$ cat src/rtl/chunk_adder_if.sv
// chunk_adder_if: operand/result handshake bundle for chunk_adder.
// master drives in_valid, data_x, data_y, carry_in and out_ready.
// slave (the adder) drives in_ready, out_valid, dataOut, carry_out and overflow.
interface chunk_adder_if #(
    parameter int WIDTH = 32
);
    logic             in_valid;
    logic             in_ready;
    logic [WIDTH-1:0] data_x;
    logic [WIDTH-1:0] data_y;
    logic             carry_in;
    logic             out_valid;
    logic             out_ready;
    logic [WIDTH-1:0] dataOut;
    logic             carry_out;
    logic             overflow;

    modport master (
        output in_valid, data_x, data_y, carry_in, out_ready,
        input  in_ready, out_valid, dataOut, carry_out, overflow
    );

    modport slave (
        input  in_valid, data_x, data_y, carry_in, out_ready,
        output in_ready, out_valid, dataOut, carry_out, overflow
    );
endinterface

$ cat src/rtl/chunk_adder.sv
// chunk_adder: multi-cycle adder, sums CHUNK bits per cycle over WIDTH bits.
// Ports: clk, rst (sync, active-high), bus (chunk_adder_if.slave).
// Macro CHUNK_ADDER_SAT_EN: clamp dataOut to signed max/min on overflow.
module chunk_adder #(
    parameter int WIDTH = 32,
    parameter int CHUNK = 8
) (
    input logic          clk,
    input logic          rst,
    chunk_adder_if.slave bus
);
    localparam int NCHUNK = WIDTH / CHUNK;
    localparam int IW     = (NCHUNK > 1) ? $clog2(NCHUNK) : 1;

    typedef enum logic [1:0] {IDLE, ADD, DONE} state_t;

    state_t           state_q, state_d;
    logic [IW-1:0]    idx_q, idx_d;
    logic [WIDTH-1:0] x_q, x_d;
    logic [WIDTH-1:0] y_q, y_d;
    logic             cy_q, cy_d;
    logic [WIDTH-1:0] acc_q, acc_d;
    logic [WIDTH-1:0] dout_q, dout_d;
    logic             cout_q, cout_d;
    logic             ovf_q, ovf_d;

    logic [CHUNK-1:0] xc, yc;
    logic [CHUNK:0]   part;
    logic             msb_cin;
    logic             last;

    assign xc   = x_q[idx_q*CHUNK +: CHUNK];
    assign yc   = y_q[idx_q*CHUNK +: CHUNK];
    assign part = {1'b0, xc} + {1'b0, yc} + {{CHUNK{1'b0}}, cy_q};
    assign last = (idx_q == IW'(NCHUNK - 1));

    // Carry into the MSB, recovered from the top bit of the last chunk.
    assign msb_cin = xc[CHUNK-1] ^ yc[CHUNK-1] ^ part[CHUNK-1];

    always_comb begin
        state_d = state_q;
        idx_d   = idx_q;
        x_d     = x_q;
        y_d     = y_q;
        cy_d    = cy_q;
        acc_d   = acc_q;
        dout_d  = dout_q;
        cout_d  = cout_q;
        ovf_d   = ovf_q;
        unique case (state_q)
            IDLE: begin
                if (bus.in_valid) begin
                    x_d     = bus.data_x;
                    y_d     = bus.data_y;
                    cy_d    = bus.carry_in;
                    idx_d   = '0;
                    state_d = ADD;
                end
            end
            ADD: begin
                acc_d[idx_q*CHUNK +: CHUNK] = part[CHUNK-1:0];
                cy_d  = part[CHUNK];
                idx_d = last ? '0 : idx_q + IW'(1);
                if (last) begin
                    // Output registers only change here, so they hold
                    // the previous result while a new sum is in flight.
                    state_d = DONE;
                    cout_d  = part[CHUNK];
                    ovf_d   = msb_cin ^ part[CHUNK];
                    dout_d  = acc_d;
`ifdef CHUNK_ADDER_SAT_EN
                    if (ovf_d) begin
                        dout_d = x_q[WIDTH-1] ? {1'b1, {(WIDTH-1){1'b0}}}
                                              : {1'b0, {(WIDTH-1){1'b1}}};
                    end
`else
`endif
                end
            end
            DONE: begin
                if (bus.out_ready) begin
                    state_d = IDLE;
                end
            end
            default: state_d = IDLE;
        endcase
    end

    always_ff @(posedge clk) begin
        if (rst) begin
            state_q <= IDLE;
            idx_q   <= '0;
            x_q     <= '0;
            y_q     <= '0;
            cy_q    <= 1'b0;
            acc_q   <= '0;
            dout_q  <= '0;
            cout_q  <= 1'b0;
            ovf_q   <= 1'b0;
        end else begin
            state_q <= state_d;
            idx_q   <= idx_d;
            x_q     <= x_d;
            y_q     <= y_d;
            cy_q    <= cy_d;
            acc_q   <= acc_d;
            dout_q  <= dout_d;
            cout_q  <= cout_d;
            ovf_q   <= ovf_d;
        end
    end

    assign bus.in_ready  = (state_q == IDLE);
    assign bus.out_valid = (state_q == DONE);
    assign bus.dataOut   = dout_q;
    assign bus.carry_out = cout_q;
    assign bus.overflow  = ovf_q;
endmodule
$ cat src/flat_wrapper.sv
// flat-port wrapper written by rule: the top's interface ports become plain ports
module chunk_adder_flat 
#(
    parameter int WIDTH = 32,
    parameter int CHUNK = 8
)
  (clk, rst, bus_in_valid, bus_data_x, bus_data_y, bus_carry_in, bus_out_ready, bus_in_ready, bus_out_valid, bus_dataOut, bus_carry_out, bus_overflow);
  chunk_adder_if #(.WIDTH(WIDTH)) bus_i ();
  input logic clk;
  input logic rst;
  input wire logic [$bits(bus_i.in_valid)-1:0] bus_in_valid;
  input wire logic [$bits(bus_i.data_x)-1:0] bus_data_x;
  input wire logic [$bits(bus_i.data_y)-1:0] bus_data_y;
  input wire logic [$bits(bus_i.carry_in)-1:0] bus_carry_in;
  input wire logic [$bits(bus_i.out_ready)-1:0] bus_out_ready;
  output wire logic [$bits(bus_i.in_ready)-1:0] bus_in_ready;
  output wire logic [$bits(bus_i.out_valid)-1:0] bus_out_valid;
  output wire logic [$bits(bus_i.dataOut)-1:0] bus_dataOut;
  output wire logic [$bits(bus_i.carry_out)-1:0] bus_carry_out;
  output wire logic [$bits(bus_i.overflow)-1:0] bus_overflow;
  assign bus_i.in_valid = bus_in_valid;
  assign bus_i.data_x = bus_data_x;
  assign bus_i.data_y = bus_data_y;
  assign bus_i.carry_in = bus_carry_in;
  assign bus_i.out_ready = bus_out_ready;
  assign bus_in_ready = bus_i.in_ready;
  assign bus_out_valid = bus_i.out_valid;
  assign bus_dataOut = bus_i.dataOut;
  assign bus_carry_out = bus_i.carry_out;
  assign bus_overflow = bus_i.overflow;
  chunk_adder #(.WIDTH(WIDTH), .CHUNK(CHUNK)) u_core (.clk(clk), .rst(rst), .bus(bus_i));
endmodule
$ cat config.mk
export PLATFORM = sky130hd
export DESIGN_NAME = chunk_adder_flat
export DESIGN_NICKNAME = d
export VERILOG_FILES = /design/src/rtl/chunk_adder_if.sv /design/src/rtl/chunk_adder.sv /design/src/flat_wrapper.sv
export SDC_FILE = /design/constraint.sdc
export NUM_CORES = 1
export LEC_CHECK = 0
export ABC_AREA = 1
export BUFFER_PORTS_ARGS = -buffer_cell sky130_fd_sc_hd__buf_2
export CAP_MARGIN = 20
export CELL_PAD_IN_SITES_DETAIL_PLACEMENT = 0
export CELL_PAD_IN_SITES_GLOBAL_PLACEMENT = 1
export CORE_MARGIN = 2
export CORE_UTILIZATION = 43
export CTS_BUF_LIST = sky130_fd_sc_hd__clkbuf_16
export DETAILED_ROUTE_END_ITERATION = 6
export PLACE_DENSITY_LB_ADDON = 0.25
export SYNTH_ARGS = -nofsm -noshare
export SYNTH_HDL_FRONTEND = slang
export SYNTH_SLANG_ARGS = --single-unit
$ cat constraint.sdc
create_clock -name clk -period 8.1 [get_ports clk]
set_input_delay 1.215 -clock clk [delete_from_list [all_inputs] [get_ports clk]]
set_output_delay 1.215 -clock clk [all_outputs]
set_load 0.01 [all_outputs]
Yosys cells after proc, flatten, opt, wreduce, memory -nomap -nowiden. Index checks and enable logic that the tools add are counted. Widths: inputs -> output; s select.

Input bits: 69. Memory bits (read-only): 0. Output and inout port bits: 36. Latch bits: 0. Logic and storage cells: 42. Register bits after elaboration: 135. Memories: 0. Bits in writable memories: 0.

Mux-type cells: 10. Reductions and logical operators: 6. Bitwise gates (word level): 3. Eq/ne operators: 6. Div/mod/pow operators: 0. Magnitude comparators: 0. Add/sub/neg operators: 4. Shift-type cells: 4. Multipliers: 0.

Operators with widths (number): $shiftx 32x6->8 (2); $neg 5->34 (1); $shift 8x34->32 const A (1); $shiftx 8x34->32 (1); $bwmux 32 (1); $mux 2 (5); $add 8x8->9 (1); $add 9x1->9 (1); $pmux 2 s3 (1); $reduce_and 2->1 (3); $eq 2x2->1 const B (2); $ne 2x2->1 const B (2); $pmux 2 s2 (1); $reduce_and 3->1 (1); $xor 1x1->1 (3); $add 2x1->2 const B (1); $eq 2x1->1 const B (1); $logic_not 2->1 (1); $ne 2x1->1 const B (1); $pmux 1 s2 (1); $reduce_bool 2->1 (1); $mux 1 (1).

Logic depth before layout (Yosys ltp). Gate-level depths: netlist of the first run.

Depth in word-level cells: 5. Depth in mapped cells: 19. Gate-level depth less buffers: 17.

Worst setup path before layout of the first run. Ideal clock, no wire load.

Path type: reg2reg. Start: reg u_core.idx_q[0]. End: reg u_core.acc_q[28]. Arrival time: 2.529 ns. Setup time: 0.056 ns. Cell stages (with the launch flop): 19. Required time: 8.044 ns. Path buffers: 2. Path slack: 5.515 ns. Period minus slack after synthesis: 2.585 ns. Path through: dfxtp_1 inv_1 buf_2 buf_2 nor2_1 o22ai_1 fa_1 inv_1 fa_1 inv_1 nand3_1 nand2_2 xor2_2 nand2_2 nor2_2 nand2_1 nand3_1 nand2_1 inv_1.

Word-level cells in the longest chain between the ends: 5. Elaborated cells between the ends (all ways): 8. Classes of those cells: add/sub (3); shift (4); mux (1).

Ends and longest elaborated chain: start: declaration (RTL line chunk_adder.sv:18) `logic [IW-1:0] idx_q, idx_d;`; start signal: assignment (RTL line chunk_adder.sv:102) `idx_q <= idx_d;`; $shiftx 32x6->8, on equally long branches (RTL line chunk_adder.sv:32, chunk_adder.sv:33); $add 8x8->9 (RTL line chunk_adder.sv:34) `assign part = {1'b0, xc} + {1'b0, yc} + {{CHUNK{1'b0}}, cy_q};`; $add 9x1->9 (RTL line chunk_adder.sv:34); $shiftx 8x34->32 (RTL line chunk_adder.sv:61) `acc_d[idx_q*CHUNK +: CHUNK] = part[CHUNK-1:0];`; $bwmux 32 (*) (RTL line chunk_adder.sv:61); end signal: assignment (RTL line chunk_adder.sv:96) `acc_q <= '0;`; end signal: assignment (RTL line chunk_adder.sv:106) `acc_q <= acc_d;`; end: declaration (RTL line chunk_adder.sv:22) `logic [WIDTH-1:0] acc_q, acc_d;`.

Every way passes the cells marked *; elsewhere a longest branch is shown, timed or not. A chain may end at the register's enable or synchronous reset.

Worst setup path after layout of the first run.
Start: reg u_core.idx_q[1]. End: reg u_core.dout_q[28], in the netlist u_core.bus.dataOut[28].

Word-level cells in the longest chain between the ends: 5. Elaborated cells between the ends (all ways): 10. Classes of those cells: add/sub (3); eq/ne (1); shift (4); mux (1); reduce/logical (1).

Ends and longest elaborated chain: $shiftx 32x6->8, on equally long branches (RTL line chunk_adder.sv:32, chunk_adder.sv:33); $add 8x8->9 (RTL line chunk_adder.sv:34); $add 9x1->9 (RTL line chunk_adder.sv:34); $shiftx 8x34->32 (RTL line chunk_adder.sv:61); $bwmux 32 (RTL line chunk_adder.sv:61); end signal: assignment (RTL line chunk_adder.sv:107) `dout_q <= dout_d;`; end: declaration (RTL line chunk_adder.sv:23) `logic [WIDTH-1:0] dout_q, dout_d;`.

Several ways; a longest one is shown, not always the timed one.

==> results by group, run 1 <==
STA
  – RSZ-0062 raised after global routing: no
  – Period utilization: 42.77%
  – Total negative setup slack: 0 ns
  – Fin. Hold Viols: 0
  – Post-route minimum period: 3.465 ns
  – F_max: 288.6 MHz
  – Worst slew pin tran: 0.8330 ns
  – Worst slew margin: 44.47%
  – Setup violators final: 0
  – Final Max Slew Viols: 0
  – Clock skew: 0.008934 ns

Synthesis
  – Number of synthesized flops with an enable pin: 0
  – Mapped Cells: 902
  – Yosys warns: 0
  – Yosys top cell by area: dfxtp_1
  – Top_reg_cell synth: dfxtp_1
  – Top cells by area, synth: dfxtp_1, nor2_1, o21ai_0, inv_1, nand2_1
  – Asr flop ratio synth: 0%
  – Synthesized cell area: 6359 sq um
  – Sequential share of the synthesized area: 42.50%
  – Unique cell type count in the Yosys netlist: 35
  – Syn_nets: 986
  – Register bit count reported by yosys: 135
  – Syn Area/Cell: 7.049 sq um
  – Post-synth top area share: 42.50%

Outcome
  – Status: finished clean

Clock network
  – Post-CTS Setup Repair Bufs: 0
  – Worst-path clk slew: 0.06 ns
  – Root Driver: clkbuf_16
  – Hold-fix buffers, CTS: 0
  – CTS Buf Count: 17
  – PostCTS Resize Cnt: 0
  – Clk Latency, worst-skew pair: 0.43 ns
  – Clk buf depth: 2
  – Clock sink count: 135
  – H-tree levels: 4
  – CTS tree: yes

Power
  – Lkg Pwr: 0.003712 uW
  – Power density over the cells: 245.0 nW/um^2
  – Pwr Total: 1844 uW
  – Maximum VDD drop: 153.8 uV

Setup path
  – CP Capture Point: u_core.bus.dataOut[28]
  – Worst flop-to-flop path startpoint: u_core.idx_q[1]
  – Endpoint class of the critical path: register
  – Reg2reg end: u_core.bus.dataOut[28]
  – Worst-path maximum fanout: 21
  – Startpoint Class: register
  – CP required: 8.48 ns
  – CP startpoint: u_core.idx_q[1]
  – Worst Path Arrival: 3.84 ns
  – Reg2reg path depth: 14
  – WS Path Type: reg2reg
  – Worst reg-to-reg setup slack: 4.64 ns

Routing
  – ANT nets after route: 0
  – Drt drc: 0
  – WL final: 15610 um
  – Drt first pass iters: 5
  – Vias: 5761
  – Avg WL per Cell: 13.30 um
  – DR iter-0 viols: 298
  – Vias per std cell: 4.907

Final layout
  – Area of the multi-input gates: 2952 sq um
  – Storage cell area: 2703 sq um
  – Final instance area: 7525 sq um
  – Layout area overhead: 18.34%
  – Nets: 1061
  – Ant diodes: 0
  – Share of cells above drive strength 1: 16.46%
  – # fillers: 1515

GRT
  – Initial antenna violation count: 0
  – Vias in the first global route: 5337
  – Gr usage total: 20.41%
  – Total gr overflow: 0
  – Largest net degree at the start of global routing: 98
  – First-pass GRT wire length: 25830 um

Placed design
  – Area after DPL: 6893 sq um
  – Buffers on Ports: 104
  – GPL Wtd Cong: 0.8076
  – Hpwl dp: 10560 um

Floorplan
  – Die H: 125.6 um
  – Core area: 14480 sq um
  – Die X: 125.6 um
  – Initial core utilization: 43.92%
  – Row count: 44
  – I/O pin total: 105
  – Die area: 15780 sq um

Flow run
  – Max Cap Viol: 0

Min path
  – Hold depth: 2
  – Min-delay worst type: reg2reg
critical path, stage by stage, from the launching register on:
cell and delay [ns]:
dfxtp_1 0.74, clkinv_1 0.71, a32oi_1 0.45, inv_1 0.10, fa_1 0.46, inv_1 0.11, nand3_1 0.09, nand2_2 0.11
xor2_2 0.17, nand2_2 0.09, nor2_2 0.11, nand2_1 0.08, nand3_1 0.09, nand2_1 0.06, inv_1 0.04
cells by family after synthesis:
| family | Yosys count | synth area share, % |
|---|---|---|
| flops | 135 | 42.50 |
| compound gates | 237 | 20.88 |
| buf+inv | 174 | 11.08 |
| xor+xnor | 4 | 0.6692 |
| fa+ha+maj | 15 | 3.188 |
| simple gates | 337 | 21.68 |
routing by layer:
metal  part of all wire [%]  track usage [%]
met1                     48            26.40
met2                     47            33.70
met3                    3.8            5.049
met4                    1.2            6.275
met5                      0                0
flip-flops by register name (all words and copies together), names as in the netlist:
| name | flops |
|---|---|
| u_core.bus.carry_out | 1 |
| u_core.cy_q | 1 |
| u_core.idx_q | 2 |
| u_core.acc_q | 32 |
| u_core.bus.dataOut | 32 |
| u_core.y_q | 32 |
| u_core.x_q | 32 |
| u_core.state_q | 2 |
| u_core.bus.overflow | 1 |
cells in the mapped netlist, types with 2 or more instances:
cell type / instances
nand2_1: 91
fa_1: 2
clkbuf_2: 2
nor2_1: 194
o21a_1: 18
o21bai_1: 15
ha_1: 13
nand2_2: 8
nand3_1: 31
a21oi_1: 30
a32oi_1: 2
clkbuf_1: 27
buf_2: 18
o21ai_1: 15
buf_4: 5
clkinv_1: 2
o211ai_1: 6
nand4_1: 5
inv_2: 5
o21ai_0: 125
inv_1: 113
o22ai_1: 23
nand3_2: 2
xor2_1: 3
dfxtp_1: 135
nor2_2: 3
per-stage QoR:
stage                     hold slack, ns  util (%)  worst slack (ns)  cells
after global placement            0.4598     47.61             4.731   1141
final                             0.4771     51.97             4.635   1174
after detailed placement          0.4672     47.61             4.591   1141
after global routing              0.4970     51.97             4.204   1174
after floorplan                   0.4495         -             5.515    902
after CTS                         0.4801     51.83             4.567   1173
how the worst min path moves through the flow:
stage                    from        endpoint  slack [ns]
2_1_floorplan  u_core.y_q[16]  u_core.y_q[16]        0.45
3_3_place_gp   u_core.y_q[18]  u_core.y_q[18]        0.46
3_5_place_dp   u_core.y_q[18]  u_core.y_q[18]        0.47
4_1_cts        u_core.y_q[18]  u_core.y_q[18]        0.48
5_1_grt        u_core.y_q[23]  u_core.y_q[23]        0.50
6_report       u_core.y_q[18]  u_core.y_q[18]        0.48
area by class of cell:
class	instances	share of cell area, %
clock inverter	15	2.478
timing repair buffer	110	7.682
sequential	135	35.92
tap	184	3.060
multi-input combinational	593	39.23
clock buffer	17	5.653
inverter	120	5.986
power breakdown:
group	switching, uW	internal (uW)
Sequential	21.1	709
Clock	289	509
Combinational	208	107
Total	517	1330
placed cells by master (no fill, tap or decap), drive strengths merged:
cell and instances:
bufinv 4, o21a 18, xor2 4, nand3 33, a32oi 2, nand4 5
inv 119, nor2 197, nand2 99, buf 110, o22ai 23, a31oi 1
dfxtp 135, clkinvlp 4, o21bai 15, o211ai 6, clkinv 8, o21ai 141
a21oi 30, a211oi 1, nor3 2, nand3b 1, ha 13, fa 2
clkbuf 17
No activity file was read; power rests on OpenSTA's default activity.
==> inputs of run 2 (changes only) <==
--- a/config.mk
+++ b/config.mk
@@ -5,13 +5,13 @@
 export SDC_FILE = /design/constraint.sdc
 export NUM_CORES = 1
 export LEC_CHECK = 0
-export ABC_AREA = 1
+export ABC_AREA = 0
 export BUFFER_PORTS_ARGS = -buffer_cell sky130_fd_sc_hd__buf_2
 export CAP_MARGIN = 20
 export CELL_PAD_IN_SITES_DETAIL_PLACEMENT = 0
 export CELL_PAD_IN_SITES_GLOBAL_PLACEMENT = 1
 export CORE_MARGIN = 2
-export CORE_UTILIZATION = 43
+export CORE_UTILIZATION = 37
 export CTS_BUF_LIST = sky130_fd_sc_hd__clkbuf_16
 export DETAILED_ROUTE_END_ITERATION = 6
 export PLACE_DENSITY_LB_ADDON = 0.25
==> constraint.sdc (replaced) <==
create_clock -name clk -period 2.9 [get_ports clk]
set_input_delay 0.435 -clock clk [delete_from_list [all_inputs] [get_ports clk]]
set_output_delay 0.435 -clock clk [all_outputs]
set_load 0.01 [all_outputs]
==> run 2 against run 1 <==
  * Combinational power rose by 57%
  * Sequential share of layout area grew 1.3 points
  * Count of clock-buffer cells in the layout unchanged
  * Core utilization fell by 4.3 points
  * Clock skew is 0.0019 ns lower
  * Flip-flop and latch count stayed put
==> results by group, run 2 <==
Outcome
  – Status: finished clean

Flow run
  – Max Cap Viol: 0

STA
  – WHS: 0.2459 ns
  – Clock skew: 0.007042 ns
  – Period utilization: 96.45%
  – RSZ-0062 raised after global routing: yes
  – Worst slew pin tran: 0.8650 ns
  – F_max: 357.5 MHz
  – Post-route minimum period: 2.797 ns
  – Worst slew margin: 42.20%
  – Setup violators final: 0
  – Final Max Slew Viols: 0
  – Fin. Hold Viols: 0

GRT
  – Vias in the first global route: 5060
  – First-pass GRT wire length: 25820 um
  – Initial antenna violation count: 0
  – Total gr overflow: 0
  – Largest net degree at the start of global routing: 67
  – Gr usage total: 19.89%

Synthesis
  – Sequential share of the synthesized area: 46.63%
  – Top cells by area, synth: dfxtp_1, nand2_1, a21oi_1, mux4_2, nor2_1
  – Yosys warns: 0
  – Mapped Cells: 675
  – Yosys top cell by area: dfxtp_1
  – Post-synth top area share: 46.63%
  – Syn Area/Cell: 8.586 sq um
  – Register bit count reported by yosys: 135
  – Synthesized cell area: 5796 sq um
  – Top post-synthesis cells by count: nand2_1, dfxtp_1, a21oi_1, nor2_1, clkbuf_1
  – Asr flop ratio synth: 0%
  – Syn_nets: 759
  – Number of synthesized flops with an enable pin: 0
  – Unique cell type count in the Yosys netlist: 47
  – Count leader, synth: nand2_1
  – Top_reg_cell synth: dfxtp_1

Final layout
  – Commonest non-fill, non-tap cell in the layout: nand2_1
  – Share of cells above drive strength 1: 24.39%
  – Ant diodes: 0
  – Nets: 854
  – Layout area overhead: 25.45%
  – Finished Layout Cells: 994
  – Final instance area: 7271 sq um
  – Commonest non-fill, non-tap cells in the layout: nand2_1, dfxtp_1, buf_2, a21oi_1, nor2_1

Placed design
  – Placed Instances: 962
  – GPL Wtd Cong: 0.8269
  – Area after DPL: 6556 sq um
  – Hpwl dp: 11120 um
  – Buffers on Ports: 104

Clock network
  – Clk buf depth: 2
  – Root Driver: clkbuf_16
  – Clock sink count: 135
  – Worst-path clk slew: 0.06 ns
  – CTS Buf Count: 17
  – CTS tree: yes
  – Post-CTS Setup Repair Bufs: 0
  – H-tree levels: 4
  – Hold-fix buffers, CTS: 0
  – Clk Latency, worst-skew pair: 0.42 ns

Routing
  – Avg WL per Cell: 15.84 um
  – ANT nets after route: 0
  – Drt first pass iters: 4
  – DR iter-0 viols: 438
  – WL final: 15750 um
  – Drt drc: 0
  – Vias per std cell: 5.195
  – Vias: 5164

Floorplan
  – I/O pin total: 105
  – Die X: 129.2 um
  – Core area: 15260 sq um
  – Die area: 16680 sq um
  – Initial core utilization: 37.98%
  – Row count: 45
  – Die H: 129.2 um

Min path
  – Min-delay worst type: in2reg

Setup path
  – WS Path Type: reg2reg
  – Worst Path Arrival: 3.14 ns
  – CP required: 3.24 ns
  – Endpoint class of the critical path: register
  – Worst-path maximum fanout: 8
  – Startpoint Class: register

Power
  – Lkg Pwr: 0.002891 uW
  – Power density over the cells: 669.5 nW/um^2
  – Maximum VDD drop: 444.3 uV
## run 2: cell type report
cell class	count	area (sq um)
fillers	1478	7988
multi-input cells	478	2902
flip-flops and latches	135	2706
repair buffers	124	685.7
clock buffers	17	425.4
well taps	211	264.0
clock inverters	15	235.2
inverters	14	52.55
## run 2: final timing paths
kind                            slack [ns]            start                  end  depth (start not counted)
worst max-delay path                  0.10  u_core.idx_q[0]  u_core.bus.overflow                          8
worst min-delay path                  0.25   bus_data_y[20]       u_core.y_q[20]                          3
worst max register to register        0.10  u_core.idx_q[0]  u_core.bus.overflow                          8
worst min register to register        0.45   u_core.x_q[30]       u_core.x_q[30]                          2
## run 2: per-layer routing
metal  vias up  part of all wire [%]  global-route usage, %
met4         0                   2.3                  8.568
li1       2572                     -                      -
met3        25                   4.6                  4.583
met1      2422                    46                  26.02
met5         -                     0                      0
met2       145                    47                  31.64
## run 2: report_power, final
part	internal, uW	switching, uW	leakage, uW	total [uW]
clock network	1600	808	0.000325	2410
registers	1920	38.7	0.00110	1960
logic	187	308	0.00147	495
## run 2: worst max-delay path: stages (launching register included)
cell and delay [ns]:
dfxtp_4 0.38, buf_4 0.21, mux4_2 0.54, ha_1 0.36, nor2b_1 0.18, o31a_1 0.27
o41a_1 0.39, xor2_1 0.18, a211oi_2 0.21
## run 2: cell families (layout without fill, tap and decap cells)
group / count (synthesis) / count (layout) / synth area share [%]
xor+xnor: 3 / 3 / 0.4535
buf+inv: 62 / 170 / 4.296
simple gates: 276 / 276 / 20.01
fa+ha+maj: 15 / 15 / 3.498
flops: 135 / 135 / 46.63
mux: 17 / 17 / 6.390
compound gates: 167 / 167 / 18.72
## run 2: per-stage QoR
step | util (%) | TNS (ns) | power, uW | worst slack (ns)
after floorplan | - | 0 | 2311 | 0.02154
after global placement | 42.97 | 0 | 2469 | 0.06089
after detailed placement | 42.97 | -0.1257 | 2483 | -0.03762
after CTS | 47.42 | 0 | 4908 | 0.007007
after global routing | 47.65 | 0 | 5059 | 0.002637
final | 47.65 | 0 | 4867 | 0.1030
## run 2: repair_timing
action                                  in CTS  in global routing
endpoints found under the hold margin        0                  0
endpoints found under the setup margin      12                 27
pin swaps                                    0                  2
gates resized for setup                      4                  9
